===== config.mk =====
export PLATFORM = sky130hd
export DESIGN_NAME = instruction_sequencer
export DESIGN_NICKNAME = d
export VERILOG_FILES = /design/src/rtl/instruction_sequencer.sv
export SDC_FILE = /design/constraint.sdc
export NUM_CORES = 1
export LEC_CHECK = 0
export BUFFER_PORTS_ARGS = -buffer_cell sky130_fd_sc_hd__buf_4
export CORE_UTILIZATION = 47
export CTS_CLUSTER_DIAMETER = 100
export DETAILED_ROUTE_END_ITERATION = 7
export GPL_ROUTABILITY_DRIVEN = 0
export HOLD_SLACK_MARGIN = 0.06
export PLACE_DENSITY = 0.79
export SLEW_MARGIN = 20
export SYNTH_ARGS = -nofsm -noshare
export SYNTH_HDL_FRONTEND = slang
export SYNTH_SLANG_ARGS = --single-unit
export TNS_END_PERCENT = 5

===== constraint.sdc =====
create_clock -name clk -period 2.4 [get_ports clk]
set_input_delay 0.24 -clock clk [delete_from_list [all_inputs] [get_ports clk]]
set_output_delay 0.24 -clock clk [all_outputs]
set_load 0.05 [all_outputs]

===== src/rtl/instruction_sequencer.sv =====
// Fetch/sequence unit: drives the instruction ROM address, holds pc and the
// instruction register, resolves JMP/ATC control flow and keeps sticky
// attention latches that ATC instructions poll and consume.
//
// state   | meaning
// --------+-----------------------------------------------------------------
// S_FETCH | address=pc, ROM word is captured into instr at the edge
// S_EXEC  | instr is executed; stall holds here; control flow resolved on exit
module instruction_sequencer #(
    parameter logic [7:0] RESET_PC  = 8'd0,
    parameter int         ATC_WIDTH = 8
) (
    input  logic                 clk,
    input  logic                 reset,
    output logic [7:0]           address,
    input  logic [31:0]          instruction,
    output logic [31:0]          instr,
    output logic                 exec,
    input  logic                 stall,
    input  logic                 cond_true,
    input  logic [ATC_WIDTH-1:0] attn_in,
    output logic [ATC_WIDTH-1:0] attn_pending,
    output logic [7:0]           pc
);

    // Opcode map for instr[31:29]; STD_ACC=000, MOR_ACC=001, MOV=010 are plain
    // datapath classes and need no special handling here.
    localparam logic [2:0] OP_JMP = 3'b011;
    localparam logic [2:0] OP_ATC = 3'b100;

    typedef enum logic {S_FETCH, S_EXEC} state_t;

    state_t               state;
    logic                 is_jmp;
    logic                 is_atc;
    logic [2:0]           atc_bit;
    logic [7:0]           target;
    logic [7:0]           attn_view;
    logic                 advance;
    logic                 atc_taken;
    logic [7:0]           pc_next;
    logic [ATC_WIDTH-1:0] clr_mask;

    assign is_jmp  = (instr[31:29] == OP_JMP);
    assign is_atc  = (instr[31:29] == OP_ATC);
    assign atc_bit = instr[28:26];
    assign target  = instr[7:0];

    assign address = pc;
    assign exec    = (state == S_EXEC) && !is_jmp && !is_atc;
    assign advance = (state == S_EXEC) && !stall;

    // 8-bit view of the latches; positions beyond ATC_WIDTH read as zero so an
    // ATC on them can never be taken.
    for (genvar g = 0; g < 8; g++) begin : g_view
        if (g < ATC_WIDTH) begin : g_real
            assign attn_view[g] = attn_pending[g];
        end else begin : g_pad
            assign attn_view[g] = 1'b0;
        end
    end

    assign atc_taken = advance && is_atc && attn_view[atc_bit];

    // One-hot clear for the latch consumed by a taken ATC.
    for (genvar g = 0; g < ATC_WIDTH; g++) begin : g_clr
        if (g < 8) begin : g_idx
            assign clr_mask[g] = atc_taken && (atc_bit == 3'(g));
        end else begin : g_none
            assign clr_mask[g] = 1'b0;
        end
    end

    // Next pc on leaving EXEC: taken JMP/ATC go to target, otherwise pc+1 (mod 256).
    always_comb begin
        pc_next = pc + 8'd1;
        if (is_jmp && cond_true) begin
            pc_next = target;
        end else if (atc_taken) begin
            pc_next = target;
        end
    end

    // Fetch/exec sequencing of state, pc and the instruction register.
    always_ff @(posedge clk or posedge reset) begin
        if (reset) begin
            state <= S_FETCH;
            pc    <= RESET_PC;
            instr <= 32'd0;
        end else begin
            case (state)
                S_FETCH: begin
                    instr <= instruction;
                    state <= S_EXEC;
                end
                S_EXEC: begin
                    if (!stall) begin
                        pc    <= pc_next;
                        state <= S_FETCH;
                    end
                end
                default: state <= S_FETCH;
            endcase
        end
    end

    // Sticky attention latches; a new event on the same edge as a clear wins.
    always_ff @(posedge clk or posedge reset) begin
        if (reset) begin
            attn_pending <= '0;
        end else begin
            attn_pending <= (attn_pending & ~clr_mask) | attn_in;
        end
    end

endmodule


======== Word level (Yosys, flattened, before mapping) ========
Index checks and enable logic that the tools add are counted.
word-level totals
  register bits after elaboration ......... 49
  bits in read-only memories .............. 0
  input port bits ......................... 44
  bits in latches ......................... 0
  memory bits (writable) .................. 0
  output and inout bits ................... 57
  memories kept ........................... 0
cells by class
  add/sub/neg operators ................... 1
  mux-type cells .......................... 6
  $mul .................................... 0
  $lt $le $gt $ge ......................... 1
  reduce and logical (&&, ||, !) cells .... 19
  divide/modulo/power cells ............... 0
  equality and inequality tests ........... 9
  bitwise logic cells ..................... 5
  shift-type cells ........................ 0
operator list
  cell                                                                           number
  8-bit two-way mux                                                              2
  3-bit equality test (second input constant)                                    5
  1-bit logical AND                                                              14
  3-bit by 2-bit equality test with 1-bit output (second input constant)         3
  8-bit by 1-bit adder with 8-bit output (second input constant)                 1
  8-bit AND                                                                      1
  8-bit inverter                                                                 1
  8-bit bitwise OR                                                               1
  3-bit by 4-bit less-than comparator with 1-bit output (second input constant)  1
  1-bit binary-select mux with 3-bit select                                      1
  3-bit by 1-bit equality test with 1-bit output (second input constant)         1
  1-bit zero test                                                                3
  3-bit zero test                                                                1
  1-bit two-way mux                                                              2
  1-bit inverter                                                                 2
  1-bit one-hot mux with 2 select lines                                          1
  2-bit AND reduction                                                            1

======== Longest topological paths before layout ========
Gate-level depths: netlist of run 1.
  depth in word-level cells ............... 8
  gate-level depth with buffers ........... 8

======== Worst setup path after synthesis of run 1 ========
OpenSTA, ideal clock, no wires.
  path type ............................... register to register
  start ................................... register instr[26]
  end ..................................... register pc[3], in the netlist address[3]
  data arrival time ....................... 2095 ps
  setup time .............................. 126 ps
  cell stages (with the launch flop) ...... 7
  period minus slack after synthesis ...... 2222 ps
  setup slack ............................. 178 ps
  cells stage by stage .................... dfrtp_1 buf_2 mux4_2 or2_1 nand2_1 mux2i_1 a311o_1
between the ends
  word-level cells in the longest chain between the ends .. 5
RTL lines
  element                                    RTL line  RTL
  start: declaration                         17        output logic [31:0] instr,
  start signal: assignment                   93        instr <= instruction;
  1-bit binary-select mux with 3-bit select  63        assign atc_taken = advance && is_atc && attn_view[atc_bit];
  1-bit two-way mux (not written as such)    63
  1-bit logical AND                          63
  8-bit two-way mux                          79        end else if (atc_taken) begin
  8-bit two-way mux                          77        if (is_jmp && cond_true) begin
  end signal: assignment                     98        pc <= pc_next;
  end: declaration                           23        output logic [7:0] pc
No other way between the ends. The select of a mux whose other input is x is not followed.
A chain may end at the register's enable or synchronous reset.

======== Final worst setup path of run 1 ========
  start ................................... register instr[26]
  end ..................................... register pc[2], in the netlist address[2]
Same word-level chain as after synthesis.

==> results of run 1 <==
[kinds of logic (layout without fill, tap and decap cells)]
family                   count (synthesis)  in the layout  share of synthesized area [%]
flip-flops                              49             49                           52.4
AO/OA/AOI/OAI                           28             28                           9.67
multiplexers                            39             39                           19.0
adder cells (fa/ha/maj)                  1              1                          0.534
buffers and inverters                   23            117                           5.45
AND/OR/NAND/NOR                         58             58                           12.9
[worst register-to-register path, cell delays in order (launching register included)]
cell and delay, ns:
dfrtp_1 0.51, mux4_2 0.57, nor2_1 0.21, o31a_4 0.28, mux2i_1 0.24, a2bb2oi_2 0.08
[routing by layer]
layer	global-route usage, %	routed length, um	vias to the layer above
li1	-	-	883
met1	26.9	2130	904
met2	33.0	2590	74
met3	8.98	449	9
met4	8.71	81	0
met5	0	0	-
[power by group]
group	switching (mW)	leakage [nW]	internal (mW)
sequential	0.169	0.537	0.955
combinational	0.895	0.866	0.465
clock	0.251	0.0443	0.229
total	1.32	1.45	1.65
[placed cells by master (no fill, tap or decap), types with 2 or more instances in the layout]
| cell type | instances |
|---|---|
| a21o_1 | 7 |
| mux2i_1 | 4 |
| nand4_1 | 3 |
| a311o_1 | 2 |
| dfrtp_1 | 49 |
| nor2_1 | 10 |
| buf_4 | 104 |
| a21oi_1 | 5 |
| nor2b_1 | 2 |
| a21oi_2 | 2 |
| nand2_1 | 15 |
| and3_1 | 3 |
| nand3_1 | 11 |
| nor3_1 | 3 |
| mux2_2 | 34 |
| inv_1 | 4 |
| clkbuf_8 | 6 |
[metrics by stage]
stage          hold slack [ns]  instance area [um^2]
5_1_grt                  0.105                  3190
6_report                 0.120                  3190
3_5_place_dp             0.279                  3100
2_1_floorplan            0.332                  2340
3_3_place_gp             0.284                  3100
4_1_cts                  0.110                  3190
[path summary, 6_finish.rpt]
| path | start | to | slack (ns) |
|---|---|---|---|
| max in group asynchronous | reset | instr[7] | 1.29 |
| worst max-delay path | instr[26] | address[2] | 0.41 |
| worst min register to register | attn_pending[1] | attn_pending[1] | 0.51 |
| worst min-delay path | attn_in[1] | attn_pending[1] | 0.12 |
| worst max register to register | instr[26] | address[2] | 0.41 |
| min in group asynchronous | reset | instr[21] | 0.53 |
[cells in the mapped netlist, types with 2 or more instances]
cell type and number:
nor2b_1 2, and3_1 3, mux2i_1 4, a311o_1 2, nor2_1 10, nand4_1 3
nor3_1 3, dfrtp_1 49, nand3_1 11, clkbuf_1 5, a21oi_2 2, nand2_1 15
buf_2 3, buf_4 8, inv_1 5, a21o_1 7, mux2_2 34, a21oi_1 5
[sequential cells by signal, indices dropped and copies added, names as in the netlist]
name,cells
attn_pending,8
address,8
instr,32
state,1
[layout make-up]
cell class,instances,area (um^2)
flip-flops and latches,49,1230
well taps,67,83.8
clock buffers,7,86.3
multi-input cells,126,987
inverters,5,18.8
repair buffers,105,791
fillers,411,1560
==> flow_summary.ini, run 1 <==
[yosys]
yosysUniqueCellTypes = 45
synth_largest_area_cell = dfrtp_1
synthArstFlopShare_pct = 100
avgSynthCellArea_um2 = 11.8
synth.cell_area_mm2 = 0.00234
synth_warnings = 0
synth.area.top_cells = dfrtp_1 (52%), mux2_2 (16%), buf_4 (2.6%)
netlist_instances = 198
synth_edf_count = 0
syn_nets = 243
ys_seq_elements = 49
synth_top_area_share_pct = 52.4
ys_seq_area_share_pct = 52.4
ys.flop_type = dfrtp_1

[finish]
drive_above_1_share_pct = 53.4
area_growth_pct = 36.4
n_antenna_cell = 0
fin_nets = 337
stdcell_count = 359
fin_util_pct = 67.2

[clock_tree]
cts_buffers = 5
post_cts_resized = 0
htree_levels = 2
cts_hold_buf = 1
cts_sinks = 49
cts-root-buf = clkbuf_8
clk_pin_slew_worst_paths_ns = 0.08
post_cts_buffers = 0
clk_latency_ns = 0.29
cts.path.max_buffers = 2
cts_tree = done

[worst_setup_path]
max_stage_delay_ns = 0.57
r2r_cells = 5
worstSetupPathType = register to register
path_max_fanout = 12
critPathBufInv = 0
cp_top_family = multiplexers
worstSetupStartpointType = register
cp.required_ns = 2.58
arrival_ns = 2.17
crit_path_cell_trace = mux4_2, nor2_1, o31a_4, mux2i_1, a2bb2oi_2
cpMaxStageDelayCell = mux4_2
end_kind = register
cp_num_cells = 5

[global_route]
grt_pass1_vias = 1878
grt_pass1_wl_mm = 8.49
grt_overflow = 0
antenna_found_initial = 0
grtUsageTotal_pct = 21.5
grt_max_degree = 34

[place]
dp_cells = 351
dpl.hpwl_mm = 3.89
detailedPlace.worstSlack_ns = 0.418
portBuffers = 100

[detailed_routing]
first_pass_iters = 5
ant_nets = 0
vias = 1870
drc = 0
wirelength_mm = 5.25
drt_iter0_markers = 151
vias_per_cell = 5.21
wire_per_inst_um = 14.6

[floorplan]
start_util_pct = 49.2
die_h_um = 72.6
core_area_mm2 = 0.00475
std_cell_rows = 25
die-width_um = 72.6
io_pins = 101
dieArea_mm2 = 0.00527

[timing]
min_period_ns = 1.99
setup_slack_ns = 0.412
tns_ns = 0
clock_skew_ns = 0.00450
rsz0062_at_grt = false
final_hold_viol_count = 0
post-route-period-util_pct = 82.8
relSlewSlack_pct = 69.6
fmax_ghz = 0.503
worst_pin_slew_ns = 0.455
drv_slew = 0
finalSetupViolCount = 0

[status]
outcome = complete, no violations

[power_and_ir_drop]
vdd_drop_max_mv = 0.483
finalPower_mw = 2.96
leakage_nw = 1.45
p_per_area_mw_per_mm2 = 928

[run]
cap_viol_max_count = 0

[min_path]
holdPathStages = 2
min_path_type = primary input to register
No activity file was read; power rests on OpenSTA's default activity.
==> inputs of run 2 (changes only) <==
- CORE_UTILIZATION: 47 -> 43
- PLACE_DENSITY: 0.79 -> 0.76
- clock period: 2.4 -> 1.6 ns (I/O delays scaled with it)
==> flow_summary.ini, run 2 (synthesis results as in run 1) <==
[status]
outcome = finished, violations left
violations = negative setup slack

[worst_setup_path]
end_kind = register
reg2reg_slack_ns = -0.24
r2r_end = address[4]
worstSetupPathType = register to register
arrival_ns = 2.04
worstSetupStartpointType = register
path_max_fanout = 6
cp.required_ns = 1.79
timing.rr.start = instr[30]
r2r_cells = 4

[place]
dpl.hpwl_mm = 4.12
portBuffers = 100
detailedPlace.worstSlack_ns = -0.278

[timing]
final_hold_viol_count = 0
rsz0062_at_grt = true
min_period_ns = 1.84
post-route-period-util_pct = 115
fmax_ghz = 0.543
worst_pin_slew_ns = 0.405
relSlewSlack_pct = 72.9
finalSetupViolCount = 16
setup_slack_ns = -0.242
drv_slew = 0
clock_skew_ns = 0.0131

[global_route]
grt_pass1_wl_mm = 8.78
grt_overflow = 0
antenna_found_initial = 0
grtUsageTotal_pct = 20.9
grt_max_degree = 34
grt_pass1_vias = 1929

[finish]
final_cell_mix = buf_4 (129), dfrtp_1 (44), mux2_2 (34)
final_common_cell = buf_4
largest_register_ffs = 32
area_growth_pct = 53.7
top_register = instr
n_antenna_cell = 0
drive_above_1_share_pct = 61.0
fin_nets = 375

[power_and_ir_drop]
p_per_area_mw_per_mm2 = 1300
vdd_drop_max_mv = 0.714
finalPower_mw = 4.66
leakage_nw = 1.64

[floorplan]
core_area_mm2 = 0.00517
die_h_um = 75.8
std_cell_rows = 26
dieArea_mm2 = 0.00574
start_util_pct = 45.3
io_pins = 101
die-width_um = 75.8

[detailed_routing]
wirelength_mm = 5.85
wire_per_inst_um = 14.6
ant_nets = 0
drt_iter0_markers = 91
vias = 2035
first_pass_iters = 4
vias_per_cell = 5.07
drc = 0

[min_path]
holdPathEnd = instr[16]
hold_start = instruction[16]
holdPathStages = 2
min_path_type = primary input to register

[clock_tree]
clk_pin_slew_worst_paths_ns = 0.09
cts_buffers = 5
cts.path.max_buffers = 2
clk_latency_ns = 0.30
cts-root-buf = clkbuf_8
htree_levels = 2
cts_tree = done
cts_sinks = 49

[run]
cap_viol_max_count = 0
[run 2: changes by cell type in the layout (fill, tap and decap cells not counted), sizes merged]
cell         change
o31a             +1
buf             +28
clkbuf           -1
dlygate4sd3      +8
clkinv           +2
clkinvlp         +1
[run 2: layer usage]
layer	wire (um)	global-route usage [%]
met5	0	0
met4	63	5.35
met3	352	6.48
met2	3030	36.3
met1	2400	25.2
[run 2: power breakdown]
| group | total, mW | internal, mW | switching [mW] |
|---|---|---|---|
| clock | 0.714 | 0.302 | 0.412 |
| combinational | 2.35 | 0.857 | 1.49 |
| sequential | 1.60 | 1.44 | 0.164 |
| total | 4.66 | 2.60 | 2.07 |
[run 2: layout make-up]
type,instances,area [um^2]
Timing Repair Buffer,142,1110
Sequential cell,49,1230
Clock buffer,5,68.8
Fill cell,373,1580
Inverter,5,18.8
Multi-Input combinational cell,127,1060
Tap cell,70,87.6
Clock inverter,3,17.5
[run 2: how the worst max path moves through the flow]
stage	start	to	slack, ns	cells after the start
global placement	instr[30]	address[3]	-0.25	5
global route	instr[30]	address[5]	-0.28	5
detailed placement	instr[30]	address[4]	-0.28	5
finish	instr[30]	address[4]	-0.24	4
CTS	instr[29]	address[4]	-0.25	4
floorplan	instr[30]	address[3]	-0.45	5
[run 2: critical path: stages (launching register included)]
cell and delay [ns]:
dfrtp_2 0.42, or3b_4 0.40, or2_4 0.30, o31a_4 0.34, a311o_1 0.27
[run 2: per-stage QoR]
stage / hold WS, ns / area, um^2 / cells / utilization (%) / TNS [ns]
3_3_place_gp: 0.170 / 3330 / 382 / 64.4 / -2.72
6_report: 0.0784 / 3600 / 401 / 69.5 / -2.76
4_1_cts: 0.0686 / 3550 / 400 / 68.6 / -2.67
5_1_grt: 0.0616 / 3600 / 401 / 69.5 / -3.47
2_1_floorplan: 0.252 / 2350 / 198 / - / -4.76
3_5_place_dp: 0.177 / 3330 / 382 / 64.4 / -3.11
[run 2: what timing repair did]
item | in CTS | in global routing
endpoints found under the setup margin | 17 | 17
pin swaps | 12 | 7
gates resized for setup | 9 | 9
cloned | 1 | 0
endpoints found under the hold margin | 23 | 0
buffers inserted | 0 | 1
hold buffers | 9 | 0
==> inputs of run 3 (changes only) <==
--- a/config.mk
+++ b/config.mk
@@ -12,5 +12,5 @@
 export GPL_ROUTABILITY_DRIVEN = 0
 export HOLD_SLACK_MARGIN = 0.06
-export PLACE_DENSITY = 0.76
+export PLACE_DENSITY_LB_ADDON = 0.15
 export SLEW_MARGIN = 20
 export SYNTH_ARGS = -nofsm -noshare
==> constraint.sdc (replaced) <==
create_clock -name clk -period 1.6 [get_ports clk]
set_input_delay 0.16 -clock clk [delete_from_list [all_inputs] [get_ports clk]]
set_output_delay 0.16 -clock clk [all_outputs]
set_load 0.02 [all_outputs]
==> flow_summary.ini, run 3 (synthesis results as in run 1) <==
[status]
outcome = finished, violations left
violations = negative setup slack

[floorplan]
dieArea_mm2 = 0.00574
io_pins = 101
core_area_mm2 = 0.00517
start_util_pct = 45.3
std_cell_rows = 26
die-width_um = 75.8
die_h_um = 75.8

[clock_tree]
cts.path.max_buffers = 2
cts_buffers = 5
htree_levels = 2
clk_latency_ns = 0.30
cts-root-buf = clkbuf_8
clk_pin_slew_worst_paths_ns = 0.09
cts_tree = done
cts_sinks = 49

[place]
dpl.hpwl_mm = 4.15
portBuffers = 100
postPlaceCellArea_mm2 = 0.00332

[finish]
fin_area_mm2 = 0.00356
final_cell_mix = buf_4 (132), dfrtp_1 (46), mux2_2 (34)
top_register = instr
fin_util_pct = 68.9
area_growth_pct = 52.2
n_antenna_cell = 0
drive_above_1_share_pct = 59.6
fin_nets = 376
nFillCells = 407
final_common_cell = buf_4
largest_register_ffs = 32

[global_route]
grt_max_degree = 34
grt_pass1_vias = 1989
antenna_found_initial = 0
grtUsageTotal_pct = 20.5
grt_overflow = 0
grt_pass1_wl_mm = 8.71

[power_and_ir_drop]
vdd_drop_max_mv = 0.737
leakage_nw = 1.63
p_per_area_mw_per_mm2 = 1110

[detailed_routing]
wirelength_mm = 5.72
drt_iter0_markers = 85
drc = 0
vias = 2024
vias_per_cell = 5.03
wire_per_inst_um = 14.2
ant_nets = 0
first_pass_iters = 4

[timing]
rsz0062_at_grt = true
setup_slack_ns = -0.282
clock_skew_ns = 0.00902
drv_slew = 0
holdWs_ns = 0.0835
post-route-period-util_pct = 118
worst_pin_slew_ns = 0.326
relSlewSlack_pct = 78.3
tns_ns = -2.45
finalSetupViolCount = 16
fmax_ghz = 0.531
min_period_ns = 1.88
final_hold_viol_count = 0

[worst_setup_path]
crit_path_cell_trace = or3b_4, or2_4, o31a_4, a311o_1
end_kind = register
path_max_fanout = 6
arrival_ns = 2.08
cpMaxStageDelayCell = dfrtp_2
cp.required_ns = 1.79
max_stage_delay_ns = 0.41
worstSetupStartpointType = register
worstSetupPathType = register to register

[run]
cap_viol_max_count = 0

[min_path]
min_path_type = primary input to register
run 3: worst paths after layout:
kind / start / end / slack (ns) / depth (start not counted)
max: instr[30] / address[3] / -0.28 / 4
min: instruction[2] / instr[2] / 0.08 / 2
max reg2reg: instr[30] / address[3] / -0.28 / 4
min reg2reg: instr[9] / instr[9] / 0.51 / 1
max in group asynchronous: reset / instr[29] / 0.87 / 4
min in group asynchronous: reset / address[6] / 0.45 / 4
run 3: routing by layer:
metal | GRT usage [%] | routed length [um] | vias to the layer above
met2 | 36.2 | 2880 | 75
met1 | 23.5 | 2370 | 976
met4 | 7.82 | 95 | 0
li1 | - | - | 964
met3 | 5.82 | 371 | 9
met5 | 0 | 0 | -
run 3: final cells by class:
| class | count | area (um^2) | area share (%) |
|---|---|---|---|
| multi-input combinational | 127 | 1040 | 29.2 |
| inverter | 5 | 18.8 | 0.527 |
| clock buffer | 6 | 72.6 | 2.04 |
| tap | 70 | 87.6 | 2.46 |
| sequential | 49 | 1230 | 34.5 |
| timing repair buffer | 143 | 1100 | 31.0 |
| clock inverter | 2 | 10.0 | 0.281 |
run 3: through the flow:
| step | setup slack (ns) | std cells | power (mW) |
|---|---|---|---|
| after floorplan | -0.369 | 198 | 2.57 |
| after global placement | -0.238 | 383 | 3.21 |
| after detailed placement | -0.270 | 383 | 3.24 |
| after CTS | -0.283 | 400 | 3.98 |
| after global routing | -0.316 | 402 | 4.19 |
| final | -0.282 | 402 | 3.96 |
run 3: what timing repair did:
item | CTS | global route
pin swaps | 4 | 10
hold buffers | 9 | 0
setup buffers | 0 | 1
gates resized for setup | 7 | 6
gates cloned | 0 | 1
endpoints found under the hold margin | 57 | 0
setup endpoints to repair | 16 | 17
run 3: where the power goes:
part / internal [mW] / switching (mW) / total [mW]
logic: 0.823 / 0.828 / 1.65
registers: 1.44 / 0.173 / 1.61
clock network: 0.304 / 0.399 / 0.703
run 3: worst max-delay path: cells and delay by family (launching register included):
| kind | cells | cell delay, ns |
|---|---|---|
| flops | 1 | 0.41 |
| compound gates | 2 | 0.70 |
| simple gates | 2 | 0.67 |
